===== src/rtl/led_flow_sched.sv =====
// led_flow_sched: scheduler and sequencer for the 4-LED flow-pattern engine.
// It generates the alternating short/long step tick. It chooses the active
// pattern (out of 8) and the step within that pattern. After a per-pattern
// dwell it moves on to the next pattern. It also accepts pre-debounced key
// pulses for next, pause and speed.
//
// Optional feature macro: LED_SCHED_DIR_EN adds key_dir/dir. The direction
// bit reverses the order in which patterns are stepped through.
//
// Ports:
//   sys_clk, sys_rst_n  clock, asynchronous active-low reset
//   key_next            pulse: switch to the next pattern now
//   key_pause           pulse: toggle between RUN and PAUSE
//   key_speed           pulse: cycle speed 0->1->2->0 (period >> speed)
//   key_dir / dir       (LED_SCHED_DIR_EN only) toggle / current direction
//   pat_sel, step       active pattern index and step within it
//   step_stb            one-cycle pulse when step advances
//   pat_start           one-cycle pulse when a pattern (re)starts
//   paused, speed       status
module led_flow_sched #(
  parameter int TICK_SHORT = 12500000,
  parameter int TICK_LONG  = 25000000,
  parameter int CNT_W      = 26
) (
  input  logic       sys_clk,
  input  logic       sys_rst_n,
  input  logic       key_next,
  input  logic       key_pause,
  input  logic       key_speed,
`ifdef LED_SCHED_DIR_EN
  input  logic       key_dir,
  output logic       dir,
`endif
  output logic [2:0] pat_sel,
  output logic [1:0] step,
  output logic       step_stb,
  output logic       pat_start,
  output logic       paused,
  output logic [1:0] speed
);

  localparam logic [1:0] S_START = 2'd0;
  localparam logic [1:0] S_RUN   = 2'd1;
  localparam logic [1:0] S_PAUSE = 2'd2;

  localparam logic [CNT_W-1:0] PER_SHORT = CNT_W'(TICK_SHORT);
  localparam logic [CNT_W-1:0] PER_LONG  = CNT_W'(TICK_LONG);
  localparam logic [CNT_W-1:0] CNT_ONE   = CNT_W'(1);

  logic [1:0]       state_q, state_d;
  logic [CNT_W-1:0] cnt_q, cnt_d;
  logic             phase_q, phase_d;     // 0 = short period, 1 = long
  logic [2:0]       dwell_q, dwell_d;
  logic [2:0]       pat_q, pat_d;
  logic [1:0]       step_q, step_d;
  logic [1:0]       speed_q, speed_d;
  logic             stb_q, stb_d;
  logic             start_q, start_d;
`ifdef LED_SCHED_DIR_EN
  logic             dir_q, dir_d;
`endif

  logic [CNT_W-1:0] period;
  logic             tick, tick_eff, down, two_step;
  logic [1:0]       step_last;
  logic [2:0]       dwell_last, nxt_pat;

  // Patterns 0, 3 and 6 have 2 steps and a dwell of 6 ticks. All other
  // patterns have 4 steps and a dwell of 5 ticks.
  assign two_step   = (pat_q == 3'd0) || (pat_q == 3'd3) || (pat_q == 3'd6);
  assign step_last  = two_step ? 2'd1 : 2'd3;
  assign dwell_last = two_step ? 3'd5 : 3'd4;

  always_comb begin
    state_d = state_q;
    cnt_d   = cnt_q;
    phase_d = phase_q;
    dwell_d = dwell_q;
    pat_d   = pat_q;
    step_d  = step_q;
    speed_d = speed_q;
    stb_d   = 1'b0;
    start_d = 1'b0;
    down    = 1'b0;
`ifdef LED_SCHED_DIR_EN
    // A direction toggle in the same cycle as a switch already steers that switch.
    dir_d = dir_q ^ key_dir;
    down  = dir_d;
`endif
    period   = (phase_q ? PER_LONG : PER_SHORT) >> speed_q;
    tick     = (state_q == S_RUN) && (cnt_q == period - CNT_ONE);
    // Both key_next and key_speed swallow a coincident tick.
    tick_eff = tick && !key_next && !key_speed;
    nxt_pat  = down ? pat_q - 3'd1 : pat_q + 3'd1;

    if (state_q == S_START) begin
      state_d = S_RUN;
      start_d = 1'b1;
    end else begin
      if (key_pause) state_d = (state_q == S_PAUSE) ? S_RUN : S_PAUSE;

      if (key_next || (tick_eff && (dwell_q == dwell_last))) begin
        pat_d   = nxt_pat;
        step_d  = '0;
        dwell_d = '0;
        phase_d = 1'b0;
        cnt_d   = '0;
        start_d = 1'b1;
      end else if (tick_eff) begin
        step_d  = (step_q == step_last) ? 2'd0 : step_q + 2'd1;
        dwell_d = dwell_q + 3'd1;
        stb_d   = 1'b1;
        cnt_d   = '0;
        phase_d = ~phase_q;
      end else if (state_q == S_RUN) begin
        cnt_d = cnt_q + CNT_ONE;
      end

      if (key_speed) begin
        speed_d = (speed_q == 2'd2) ? 2'd0 : speed_q + 2'd1;
        cnt_d   = '0;
      end
    end
  end

  always_ff @(posedge sys_clk or negedge sys_rst_n) begin
    if (!sys_rst_n) begin
      state_q <= S_START;
      cnt_q   <= '0;
      phase_q <= 1'b0;
      dwell_q <= '0;
      pat_q   <= '0;
      step_q  <= '0;
      speed_q <= '0;
      stb_q   <= 1'b0;
      start_q <= 1'b0;
`ifdef LED_SCHED_DIR_EN
      dir_q   <= 1'b0;
`endif
    end else begin
      state_q <= state_d;
      cnt_q   <= cnt_d;
      phase_q <= phase_d;
      dwell_q <= dwell_d;
      pat_q   <= pat_d;
      step_q  <= step_d;
      speed_q <= speed_d;
      stb_q   <= stb_d;
      start_q <= start_d;
`ifdef LED_SCHED_DIR_EN
      dir_q   <= dir_d;
`endif
    end
  end

  assign pat_sel   = pat_q;
  assign step      = step_q;
  assign step_stb  = stb_q;
  assign pat_start = start_q;
  assign paused    = (state_q == S_PAUSE);
  assign speed     = speed_q;
`ifdef LED_SCHED_DIR_EN
  assign dir       = dir_q;
`endif

endmodule


===== config.mk =====
export PLATFORM = sky130hd
export DESIGN_NAME = led_flow_sched
export DESIGN_NICKNAME = d
export VERILOG_FILES = /design/src/rtl/led_flow_sched.sv
export SDC_FILE = /design/constraint.sdc
export NUM_CORES = 1
export LEC_CHECK = 0
export ABC_AREA = 1
export CORE_UTILIZATION = 45
export CTS_CLUSTER_DIAMETER = 150
export CTS_CLUSTER_SIZE = 25
export DETAILED_ROUTE_END_ITERATION = 16
export PLACE_DENSITY = 0.72
export SYNTH_ARGS = -nofsm -noshare
export SYNTH_HDL_FRONTEND = slang
export SYNTH_SLANG_ARGS = --single-unit
export TNS_END_PERCENT = 50

===== constraint.sdc =====
create_clock -name sys_clk -period 3.26 [get_ports sys_clk]
set_input_delay 0.652 -clock sys_clk [delete_from_list [all_inputs] [get_ports sys_clk]]
set_output_delay 0.652 -clock sys_clk [all_outputs]
set_load 0.03 [all_outputs]

; ---- Word level (Yosys, flattened, before mapping)
; Cells that the tools add are included.
[classes]
n_addsub = 6
multipliers = 0
n_div = 0
n_lt_le_gt_ge = 0
n_eq_ne = 8
shift = 1
mux = 23
bitwise_logic = 2
reduce_logical = 18
[op_table]
columns = operator, count
row1 = $mux 26, 4
row2 = $add 26x1->26 const B, 1
row3 = $eq 26x26->1, 1
row4 = $shr 25x2->26, 1
row5 = $sub 26x1->26 const B, 1
row6 = $mux 25, 1
row7 = $mux 2, 8
row8 = $mux 1, 8
row9 = $reduce_and 2->1, 4
row10 = $add 3x1->3 const B, 2
row11 = $mux 3, 2
row12 = $add 2x1->2 const B, 2
row13 = $eq 2x2->1 const B, 2
row14 = $logic_and 1x1->1, 4
row15 = $reduce_bool 2->1, 2
row16 = $reduce_bool 4->1, 1
row17 = $eq 3x2->1 const B, 1
row18 = $eq 3x3->1, 1
row19 = $eq 3x3->1 const B, 1
row20 = $logic_not 3->1, 1
row21 = $logic_or 1x1->1, 3
row22 = $eq 2x1->1 const B, 1
row23 = $eq 2x2->1, 1
row24 = $logic_not 1->1, 2
row25 = other kinds (2), 3
[word_totals]
regBits = 41
latch_bits = 0
ram_bits = 0
mem_bits_ro = 0
inputBits = 5
wordCells = 67
n_memories = 0

; ---- Longest topological paths before layout
; Gate-level depths: netlist (run 1).
[logic_depth]
depth_word = 11
mapped_depth = 18

; ---- Worst setup path after synthesis (run 1)
; Ideal clock, no wire load.
[synth_path]
path_kind = flip-flop to flip-flop
start = register speed_q[0] (netlist: speed[0])
end = register stb_q (netlist: step_stb)
t_arrival_ps = 2470
required_time_ps = 3145
setup_slack_ps = 675
stages_incl_launch_ff = 19
period_less_slack_ps = 2585
cell_sequence = dfrtp_1 -> inv_1 -> ha_1 -> nand2_2 -> ha_1 -> inv_1 -> nand2_1 -> nand2_1 -> nor2_1 -> nand2_1 -> nor2_1 -> nand3_1 -> nor2_2 -> nand4_2 -> nand2_2 -> buf_6 -> nand2_2 -> nand3b_1 -> inv_1
[synth_between]
elab_chain_len = 10
word_cells_on_any_way = 11
[synth_rtl]
columns = item, line_no
row1 = from (decl), 56  ; logic [1:0] speed_q, speed_d;
row2 = from (signal assigned), 147  ; speed_q <= speed_d;
row3 = $shr 25x2->26 (*), 90  ; period = (phase_q ? PER_LONG : PER_SHORT) >> speed_q;
row4 = $sub 26x1->26 (*), 91  ; tick = (state_q == S_RUN) && (cnt_q == period - CNT_ONE);
row5 = $eq 26x26->1 (*), 91
row6 = $logic_and 1x1->1 (*), 91
row7 = $logic_and 1x1->1 (*) (2 in a row), 93  ; tick_eff = tick && !key_next && !key_speed;
row8 = $logic_and 1x1->1, 102  ; if (key_next || (tick_eff && (dwell_q == dwell_last))) begin
row9 = $logic_or 1x1->1, 102
row10 = $mux 1 (*), 102
row11 = $mux 1 (*), 96  ; if (state_q == S_START) begin
row12 = named net stb_d, 57  ; logic stb_q, stb_d;
row13 = to (signal assigned), 148  ; stb_q <= stb_d;
row14 = to (decl), 57
; Mark *: on every way through the listed nets, which the timed path passes. The rest lies on a longest branch.
; A chain may end at the register's enable or synchronous reset.

; ---- Worst setup path in the final report (run 1)
[layout_path]
start = register speed_q[0] (netlist: speed[0])
end = register dwell_q[0]
[layout_between]
elab_chain_len = 10
word_cells_on_any_way = 11
[layout_rtl]
columns = item, line_no
row1 = $shr 25x2->26 (*), 90
row2 = $sub 26x1->26 (*), 91
row3 = $eq 26x26->1 (*), 91
row4 = $logic_and 1x1->1 (*), 91
row5 = $logic_and 1x1->1 (*) (2 in a row), 93
row6 = $logic_and 1x1->1, 102
row7 = $logic_or 1x1->1, 102
row8 = $reduce_bool 2->1 (no source line), -
row9 = $reduce_and 2->1 (no source line), -
row10 = to (signal assigned), 144  ; dwell_q <= dwell_d;
row11 = to (decl), 53  ; logic [2:0] dwell_q, dwell_d;
; Every way passes the cells marked *; elsewhere a longest branch is shown, timed or not.

==> results by group, run 1 <==
Status
  – Status: complete, no violations

Setup path
  – Slowest-stage cell, CP: dfrtp_1
  – Bufs and invs on worst path: 2
  – Worst Path Max Fanout: 12
  – Worst path top cell family by delay: simple AND/OR/NAND/NOR gates
  – Setup crit start kind: flop
  – Crit path required time: 3.46 ns
  – Critical Path Sink Type: flop
  – Worst R2R Path Depth: 17
  – Critical path class: flop to flop
  – Crit path largest cell delay: 0.43 ns
  – Most used cell, CP: nand2_1
  – Critical path depth: 17
  – Critical Path AT: 3.20 ns
  – Crit path cell chain: inv_1 > ha_1 > nand2_2 > ha_1 > inv_1 > nand2_1 > nand2_1 > nor2_1 > nand2_1 > nor2_1 > nand3_1 > nor2_2 > nand4_2 > nand2_2 > nand2_1 > nand2_1 > nand2_1

Synthesis
  – Synth cell types: 36
  – Synthesis warning total: 0
  – Number of synthesized flops with an enable pin: 0
  – Sequential-to-total area share from yosys stat: 31.7%
  – Synth Cell Area: 3230 um^2
  – Synth async-reset ratio: 100%
  – Top FF cell, synth: dfrtp_1
  – Syn_nets: 493
  – Syn Inst Count: 477
  – Syn_area_per_cell: 6.78 um^2
  – FF+latch count, synth: 41

GRT
  – Overflow after GRT: 0
  – Largest net degree at the start of global routing: 42
  – First-pass GRT wire length: 14.0 mm
  – Vias in the first global route: 2890
  – Antenna violations before repair: 0
  – GRT Util Overall: 24.1%

Route
  – Drt pass-1 iters: 5
  – Residual DRC: 0
  – DR vias: 3098
  – Starting DRT DRC Count: 229
  – Final ANT Viol Nets: 0
  – Routed len/inst: 14.1 um
  – Via-to-Cell Ratio: 5.27
  – Drt total wl: 8.32 mm

Finish
  – Register area: 1030 um^2
  – Leading cell types in the layout, fill and taps excluded: nand2_1 (148), inv_1 (74), dfrtp_1 (41)
  – Post-Layout Cell Count: 588
  – Commonest non-fill, non-tap cell in the layout: nand2_1
  – Post-route cell area: 3540 um^2
  – Filler instances: 688
  – Utilization after layout: 51.5%
  – # diodes: 0
  – P&R area growth vs syn: 9.56%
  – Footprint of the multi-input gates: 1830 um^2
  – Ratio of cells with drive above 1 in the final layout: 9.55%
  – Final layout net count: 507

Timing
  – Worst-margin pin slew: 0.928 ns
  – Rel. slew slack: 38.1%
  – Clock skew: 0.00932 ns
  – RSZ-0062 raised after global routing: no
  – Final period util: 91.9%
  – Fin. max-slew vios: 0
  – Final min period: 3.00 ns
  – Final TNS setup: 0 ns
  – F_max: 0.334 GHz
  – Setup-failing EPs final: 0
  – Hold Fails Final Rpt: 0

Place
  – PortBufs: 14
  – RePlAce Congestion: 0.947
  – Area of placed instances: 3450 um^2
  – Final HPWL DP: 6.16 mm
  – Placed insts: 580

Clocking
  – Root Driver: clkbuf_8
  – Cts hold-fix bufs: 0
  – Clock Tree Buf Depth: 2
  – Num CTS Buffers: 5
  – Clock Pin Slew Worst Setup and Hold Paths: 0.09 ns
  – Total setup buffers inserted after CTS: 0
  – CTS tree: built
  – CTS H-Tree Depth: 2
  – CTS resizes: 0
  – Skew-Pair Late Insertion Delay: 0.30 ns
  – CTS Sinks: 41

Pwr
  – Overall Power: 2.58 mW
  – Leak: 1.72 nW
  – Pwr Density: 729 nW/um^2
  – Maximum resistive drop on vdd: 0.000221 V

Floorplan
  – Io pins: 15
  – Die X-Extent: 86.7 um
  – Die H: 86.7 um
  – Area of the core: 6870 um^2
  – Die area: 7520 um^2
  – Initial Utilization: 47.0%
  – Row count: 30

Hold path
  – Hold Path Class: primary input to async pin

Run
  – Max cap viols: 0
logic make-up (layout without fill, tap and decap cells):
| logic type | count (synthesis) | after routing | share of synthesized area [%] |
|---|---|---|---|
| multiplexers | 1 | 1 | 0.310 |
| XOR/XNOR | 19 | 19 | 5.15 |
| adder cells (fa/ha/maj) | 11 | 11 | 4.26 |
| flip-flops | 41 | 41 | 31.7 |
| AND/OR/NAND/NOR | 273 | 273 | 38.1 |
| buffers and inverters | 91 | 106 | 11.6 |
| AO/OA/AOI/OAI | 41 | 41 | 8.83 |
per-layer routing:
metal	vias up	GRT usage [%]	wire length, um
li1	1549	-	-
met1	1429	34.1	3940
met2	99	38.1	3750
met3	21	3.24	404
met4	0	8.03	227
met5	-	0	0
final cells by class:
type / count / area share (%)
clock buffers: 5 / 1.94
repair buffers: 20 / 5.09
multi-input cells: 345 / 51.7
flip-flops and latches: 41 / 29.0
inverters: 78 / 8.41
clock inverters: 3 / 0.495
well taps: 96 / 3.39
metrics by stage:
step | hold WS, ns | setup WS [ns]
6_report | 0.490 | 0.263
5_1_grt | 0.564 | 0.0161
4_1_cts | 0.528 | 0.284
3_5_place_dp | 0.506 | 0.310
3_3_place_gp | 0.498 | 0.346
2_1_floorplan | 0.356 | 0.675
worst reg2reg max path: cells and delay by family (launching register included):
family / cells / cell delay [ns]
adder cells (fa/ha/maj): 2 / 0.75
buffers and inverters: 2 / 0.16
flip-flops: 1 / 0.43
AND/OR/NAND/NOR: 13 / 1.56
report_power, final:
part,internal (mW),switching [mW]
Combinational,0.507,1.05
Sequential,0.592,0.0921
Clock,0.148,0.190
cell usage after synthesis (3+ instances only):
cell type / instances / share of area, %
o21ai_0: 17 / 2.6
nor3_1: 7 / 1.1
ha_1: 11 / 4.3
nand4_1: 27 / 5.2
nor2_2: 6 / 1.2
dfrtp_1: 41 / 32
inv_1: 74 / 8.6
o21ai_1: 3 / 0.46
xor2_1: 17 / 4.6
o22ai_2: 9 / 3.5
nand3_1: 32 / 5.0
o22ai_1: 5 / 0.97
nand2_1: 148 / 17
nand2_2: 7 / 1.4
nor2_1: 37 / 4.3
buf_6: 3 / 1.0
clkbuf_1: 5 / 0.58
a21oi_1: 4 / 0.62
worst paths after layout:
check | slack, ns | to | startpoint
max | 0.26 | dwell_q[0] | speed[0]
min | 0.49 | cnt_q[5] | sys_rst_n
max reg2reg | 0.26 | dwell_q[0] | speed[0]
min reg2reg | 0.53 | dwell_q[2] | dwell_q[2]
max in group asynchronous | 2.20 | pat_sel[2] | sys_rst_n
min in group sys_clk | 0.53 | dwell_q[2] | dwell_q[2]
flip-flops by register name, indices dropped and copies added (netlist names):
name       flops
cnt_q         26
dwell_q        3
pat_sel        3
pat_start      1
phase_q        1
speed          2
state_q        2
step           2
step_stb       1
No activity file was read; power rests on OpenSTA's default activity.
==> run 2: changes to the inputs <==
--- a/config.mk
+++ b/config.mk
@@ -6,9 +6,10 @@
 export NUM_CORES = 1
 export LEC_CHECK = 0
 export ABC_AREA = 1
+export CORE_MARGIN = 8
 export CORE_UTILIZATION = 45
 export CTS_CLUSTER_DIAMETER = 150
-export CTS_CLUSTER_SIZE = 25
+export CTS_CLUSTER_SIZE = 8
 export DETAILED_ROUTE_END_ITERATION = 16
 export PLACE_DENSITY = 0.72
 export SYNTH_ARGS = -nofsm -noshare
==> constraint.sdc (replaced) <==
create_clock -name sys_clk -period 3.8 [get_ports sys_clk]
set_input_delay 0.76 -clock sys_clk [delete_from_list [all_inputs] [get_ports sys_clk]]
set_output_delay 0.76 -clock sys_clk [all_outputs]
set_load 0.03 [all_outputs]
==> run 2 against run 1 <==
  * Sequential share of layout area up 0.062 points
  * Clock skew down 0.0025 ns
  * Routed wire length up 1.9%
  * Cell area down 0.21%
  * First-iteration DRC count up 16%
  * Power down 15%
  * Highest routed layer unchanged
  * Count of clock-buffer cells in the layout up 1
==> results by group, run 2 (synthesis gave the netlist of run 1 again) <==
Timing
  – Setup-failing EPs final: 0 (unchanged)
  – Final min period: 3.09 ns (+0.0932 ns)
  – F_max: 0.324 GHz (-3.0%)
  – Hold Fails Final Rpt: 0 (unchanged)
  – Min Hold Slack: 0.515 ns (+0.0259 ns)
  – Rel. slew slack: 38.7% (+0.62 points)
  – Fin. max-slew vios: 0 (unchanged)
  – Clock skew: 0.00679 ns (-0.00252 ns)
  – Final TNS setup: 0 ns (unchanged)
  – Final period util: 81.3% (-11 points)
  – RSZ-0062 raised after global routing: no
  – Worst-margin pin slew: 0.919 ns (-0.00936 ns)

Clocking
  – Skew-Pair Late Insertion Delay: 0.30 ns (about the same)
  – CTS resizes: 0 (unchanged)
  – Total setup buffers inserted after CTS: 0 (unchanged)
  – Cts hold-fix bufs: 0 (unchanged)
  – Clock Tree Buf Depth: 2 (unchanged)
  – CTS tree: built
  – Root Driver: clkbuf_8
  – CTS Sinks: 41 (unchanged)
  – Clock Pin Slew Worst Setup and Hold Paths: 0.08 ns (about the same)
  – Num CTS Buffers: 5 (unchanged)
  – CTS H-Tree Depth: 2 (unchanged)

GRT
  – Vias in the first global route: 2943 (+1.8%)
  – GRT Util Overall: 17.5% (-6.7 points)
  – Antenna violations before repair: 0 (unchanged)
  – First-pass GRT wire length: 14.0 mm (-0.15%)
  – Overflow after GRT: 0 (unchanged)
  – Largest net degree at the start of global routing: 42 (unchanged)

Run
  – Max cap viols: 0 (unchanged)

Finish
  – Max reg flops: 26 (unchanged)
  – Filler instances: 706 (+2.6%)
  – Final layout net count: 506 (-0.20%)
  – P&R area growth vs syn: 9.33%
  – Register area: 1030 um^2 (unchanged)
  – Post-Layout Cell Count: 590 (+0.34%)
  – Commonest non-fill, non-tap cell in the layout: nand2_1
  – Ratio of cells with drive above 1 in the final layout: 9.16% (-0.39 points)
  – Reg with most FFs: cnt_q
  – Footprint of the multi-input gates: 1830 um^2 (unchanged)
  – Leading cell types in the layout, fill and taps excluded: nand2_1 (148), inv_1 (74), dfrtp_1 (41)
  – # diodes: 0 (unchanged)

Setup path
  – Reg-to-reg setup timing slack: 0.71 ns (+0.45 ns)
  – Most used cell, CP: nand2_1
  – Crit path required time: 4.00 ns (+0.54 ns)
  – Worst R2R Path Depth: 16 (-1)
  – Critical path depth: 16 (-1)
  – Critical path class: flop to flop
  – Worst Path Max Fanout: 15 (+3)
  – Worst path top cell family by delay: simple AND/OR/NAND/NOR gates
  – Crit path largest cell delay: 0.46 ns (+0.03 ns)
  – Critical Path Sink Type: flop
  – Slowest-stage cell, CP: nand4_2
  – Bufs and invs on worst path: 3 (+1)
  – Critical Path AT: 3.29 ns (+0.09 ns)
  – Setup crit start kind: flop
  – Crit path cell chain: inv_1 > ha_1 > nand2_2 > ha_1 > inv_1 > nand2_1 > nand2_1 > nand2_1 > nand2_1 > nor2_1 > nand3_1 > nor2_2 > nand3_1 > buf_4 > nand4_2 > o22ai_1

Route
  – Residual DRC: 0 (unchanged)
  – Final ANT Viol Nets: 0 (unchanged)
  – Routed len/inst: 14.4 um (+1.6%)
  – Drt pass-1 iters: 4 (-1)
  – Starting DRT DRC Count: 265 (+16%)
  – DR vias: 3121 (+0.74%)
  – Via-to-Cell Ratio: 5.29 (+0.40%)
  – Drt total wl: 8.48 mm (+1.9%)

Floorplan
  – Die area: 10100 um^2 (+35%)
  – Die X-Extent: 101 um (+16%)
  – Area of the core: 7100 um^2 (+3.3%)
  – Io pins: 15 (unchanged)
  – Initial Utilization: 45.5% (-1.5 points)
  – Row count: 31 (+3.3%)
  – Die H: 101 um (+16%)

Pwr
  – Maximum resistive drop on vdd: 0.000235 V (+6.3%)
  – Pwr Density: 622 nW/um^2 (-15%)
  – Leak: 1.72 nW (-0.24%)

Place
  – PortBufs: 14 (unchanged)
  – RePlAce Congestion: 0.917 (-3.2%)
  – Placed insts: 582 (+0.34%)
  – Final HPWL DP: 6.44 mm (+4.5%)

Hold path
  – Hold Path Class: flop to flop
  – Hold depth: 2

Status
  – Status: complete, no violations
==> run 2: cell types whose count changed in the layout (fill, tap and decap cells not counted) <==
cell	delta
buf_4	-1
clkbuf_1	+1
clkinvlp_4	-1
==> run 2: final timing paths <==
| kind | start | endpoint |
|---|---|---|
| max | speed[0] | cnt_q[2] |
| min | dwell_q[1] | dwell_q[1] |
| max reg2reg | speed[0] | cnt_q[2] |
| min reg2reg | dwell_q[1] | dwell_q[1] |
| max in group asynchronous | sys_rst_n | pat_sel[2] |
| min in group asynchronous | sys_rst_n | cnt_q[21] |
==> run 2: final cells by class <==
class | count | area share (%)
multi-input cells | 345 | 51.8
flip-flops and latches | 41 | 29.0
inverters | 78 | 8.43
repair buffers | 19 | 4.89
well taps | 99 | 3.51
clock buffers | 6 | 2.05
clock inverters | 2 | 0.283
==> run 2: metrics by stage <==
step	setup slack, ns	instance area, um^2	total power [mW]	utilization (%)
final	0.709	3530	2.20	49.8
after global routing	0.540	3530	2.38	49.8
after CTS	0.779	3530	2.19	49.8
after detailed placement	0.801	3450	1.90	48.6
after global placement	0.868	3450	1.87	48.6
after floorplan	1.21	3230	1.57	-
==> run 2: tightest hold or removal path: cells and delay by family (launching register included) <==
family	cells	cell delay (ns)
simple gates	2	0.11
flops	1	0.37
==> run 2: layer usage <==
| metal | track usage [%] | wire (um) | share of wire [%] |
|---|---|---|---|
| met1 | 21.4 | 3870 | 46 |
| met2 | 28.8 | 3910 | 46 |
| met3 | 3.18 | 475 | 5.6 |
| met4 | 8.02 | 220 | 2.6 |
| met5 | 0 | 0 | 0 |
==> run 2: where the power goes <==
part           switching (mW)  leakage, nW  internal (mW)
registers              0.0901        0.553          0.508
logic                   0.886         1.12          0.429
clock network           0.158       0.0450          0.128
==> run 3: changes to the inputs <==
==> constraint.sdc (replaced) <==
create_clock -name sys_clk -period 3.2 [get_ports sys_clk]
set_input_delay 0.64 -clock sys_clk [delete_from_list [all_inputs] [get_ports sys_clk]]
set_output_delay 0.64 -clock sys_clk [all_outputs]
set_load 0.03 [all_outputs]
==> run 3 against run 2 <==
  * Final cell count is the same
  * Die area unchanged
  * Routed wire length is 0.90% higher
  * Sequential cell count is the same
  * Cell area rose by 1.4%
  * Sequential power rose by 19%
  * Global-route usage up 0.22 points
  * Clock power is 53% higher
  * Count of clock-buffer cells in the layout increased by 1
==> results by group, run 3 (synthesis gave the netlist of run 1 again) <==
Status
  – Status: complete, no violations

Clocking
  – CTS Sinks: 41 (unchanged)
  – Clock Tree Buf Depth: 2 (unchanged)
  – Clock Pin Slew Worst Setup and Hold Paths: 0.08 ns (about the same)
  – CTS H-Tree Depth: 2 (unchanged)
  – CTS tree: built
  – Num CTS Buffers: 5 (unchanged)
  – Skew-Pair Late Insertion Delay: 0.29 ns (about the same)
  – Root Driver: clkbuf_8

Hold path
  – Hold Path Class: primary input to async pin

GRT
  – Largest net degree at the start of global routing: 42 (unchanged)
  – Antenna violations before repair: 0 (unchanged)
  – Overflow after GRT: 0 (unchanged)
  – GRT Util Overall: 17.7% (+0.22 points)
  – First-pass GRT wire length: 14.4 mm (+2.5%)
  – Vias in the first global route: 2960 (+0.58%)

Route
  – Routed len/inst: 14.5 um (+0.90%)
  – Starting DRT DRC Count: 261 (-1.5%)
  – Residual DRC: 0 (unchanged)
  – Via-to-Cell Ratio: 5.28 (-0.19%)
  – Drt total wl: 8.55 mm (+0.90%)
  – DR vias: 3115 (-0.19%)
  – Final ANT Viol Nets: 0 (unchanged)
  – Drt pass-1 iters: 5 (+1)

Setup path
  – Most used cell, CP: nand2_1
  – RR Endpoint: dwell_q[2]
  – Reg-to-reg setup timing slack: 0.26 ns (-0.45 ns)
  – Critical Path Sink Type: flop
  – Worst path top cell family by delay: simple AND/OR/NAND/NOR gates
  – Critical path class: flop to flop
  – RR Startpoint: speed[0]
  – Slowest-stage cell, CP: dfrtp_1
  – Crit path cell chain: inv_1 > ha_2 > nand2_2 > ha_1 > inv_1 > nand2_1 > nand2_1 > nor2_1 > nand2_1 > nor2_1 > nand3_1 > nor2_2 > nand4_2 > nand2_4 > nand2_1 > nand2_1 > nand2_1
  – Crit path largest cell delay: 0.43 ns (-0.03 ns)
  – Crit path required time: 3.38 ns (-0.62 ns)
  – Setup crit start kind: flop
  – Worst R2R Path Depth: 17 (+1)
  – Worst Path Max Fanout: 12 (-3)
  – Critical Path AT: 3.12 ns (-0.17 ns)
  – Bufs and invs on worst path: 2 (-1)

Timing
  – Final TNS setup: 0 ns (unchanged)
  – Rel. slew slack: 37.9% (-0.81 points)
  – F_max: 0.340 GHz (+5.1%)
  – Worst-margin pin slew: 0.931 ns (+0.0122 ns)
  – Min Hold Slack: 0.477 ns (-0.0383 ns)
  – Final period util: 91.9% (+11 points)
  – Clock skew: 0.00662 ns (-0.000173 ns)
  – Setup-failing EPs final: 0 (unchanged)
  – Fin. max-slew vios: 0 (unchanged)
  – RSZ-0062 raised after global routing: no
  – Hold Fails Final Rpt: 0 (unchanged)
  – Final min period: 2.94 ns (-0.150 ns)

Place
  – PortBufs: 14 (unchanged)
  – Area of placed instances: 3450 um^2 (unchanged)
  – Final HPWL DP: 6.42 mm (-0.39%)
  – RePlAce Congestion: 0.969 (+5.6%)

Finish
  – P&R area growth vs syn: 10.9%
  – Post-route cell area: 3580 um^2 (+1.4%)
  – Reg with most FFs: cnt_q
  – Leading cell types in the layout, fill and taps excluded: nand2_1 (148), inv_1 (74), dfrtp_1 (41)
  – # diodes: 0 (unchanged)
  – Commonest non-fill, non-tap cell in the layout: nand2_1
  – Final layout net count: 506 (unchanged)
  – Ratio of cells with drive above 1 in the final layout: 9.37% (+0.20 points)
  – Max reg flops: 26 (unchanged)
  – Filler instances: 708 (+0.28%)

Floorplan
  – Initial Utilization: 45.5% (unchanged)
  – Io pins: 15 (unchanged)
  – Row count: 31 (unchanged)
  – Die H: 101 um (unchanged)
  – Die area: 10100 um^2 (unchanged)
  – Die X-Extent: 101 um (unchanged)
  – Area of the core: 7100 um^2 (unchanged)

Pwr
  – Leak: 1.72 nW (+0.54%)
  – Pwr Density: 762 nW/um^2 (+22%)
  – Maximum resistive drop on vdd: 0.000253 V (+7.9%)

Run
  – Max cap viols: 0 (unchanged)
[run 3: worst max-delay path by stage]
stage / start / endpoint / slack [ns] / cells after the start
4_1_cts: speed[0] / step[0] / 0.21 / 17
6_report: speed[0] / dwell_q[2] / 0.26 / 17
3_5_place_dp: speed[0] / dwell_q[1] / 0.22 / 17
2_1_floorplan: speed[0] / step_stb / 0.61 / 18
5_1_grt: speed[0] / phase_q / 0.05 / 17
3_3_place_gp: speed[0] / dwell_q[2] / 0.24 / 17
[run 3: area by class of cell]
class	count	area (um^2)	share of cell area, %
sequential	41	1030	28.6
clock buffer	7	86.3	2.41
clock inverter	1	30.0	0.838
inverter	78	298	8.31
timing repair buffer	19	173	4.82
multi-input combinational	345	1850	51.5
tap	99	124	3.46
[run 3: metal layers]
metal / part of all wire, % / track usage (%) / wire, um / up-vias
li1: - / - / - / 1543
met4: 2.5 / 6.86 / 211 / 0
met5: 0 / 0 / 0 / -
met3: 5.2 / 3.04 / 447 / 20
met2: 46 / 29.1 / 3960 / 106
met1: 46 / 22.3 / 3930 / 1446
[run 3: stage by stage]
step	setup slack (ns)	utilization (%)	instances	total power [mW]
after floorplan	0.615	-	477	1.86
after global placement	0.244	48.6	582	2.25
after detailed placement	0.225	48.6	582	2.27
after CTS	0.211	50.3	590	2.73
after global routing	0.0484	50.5	590	2.97
final	0.260	50.5	590	2.73
[run 3: worst register-to-register path, stage by stage, from the launching register on]
cell	delay, ns
dfrtp_1	0.43
inv_1	0.11
ha_2	0.40
nand2_2	0.15
ha_1	0.38
inv_1	0.05
nand2_1	0.05
nand2_1	0.05
nor2_1	0.09
nand2_1	0.07
nor2_1	0.11
nand3_1	0.10
nor2_2	0.13
nand4_2	0.21
nand2_4	0.19
nand2_1	0.16
nand2_1	0.10
nand2_1	0.06
[run 3: what timing repair did]
item	in CTS	in global routing
hold buffers	0	0
buffers inserted	0	0
gates resized for setup	0	3
endpoints found under the setup margin	0	10
hold endpoints to repair	0	0
[run 3: where the power goes]
part           switching, mW  total (mW)  internal, mW
registers              0.108       0.711         0.603
clock network          0.181       0.436         0.254
logic                   1.07        1.58         0.516
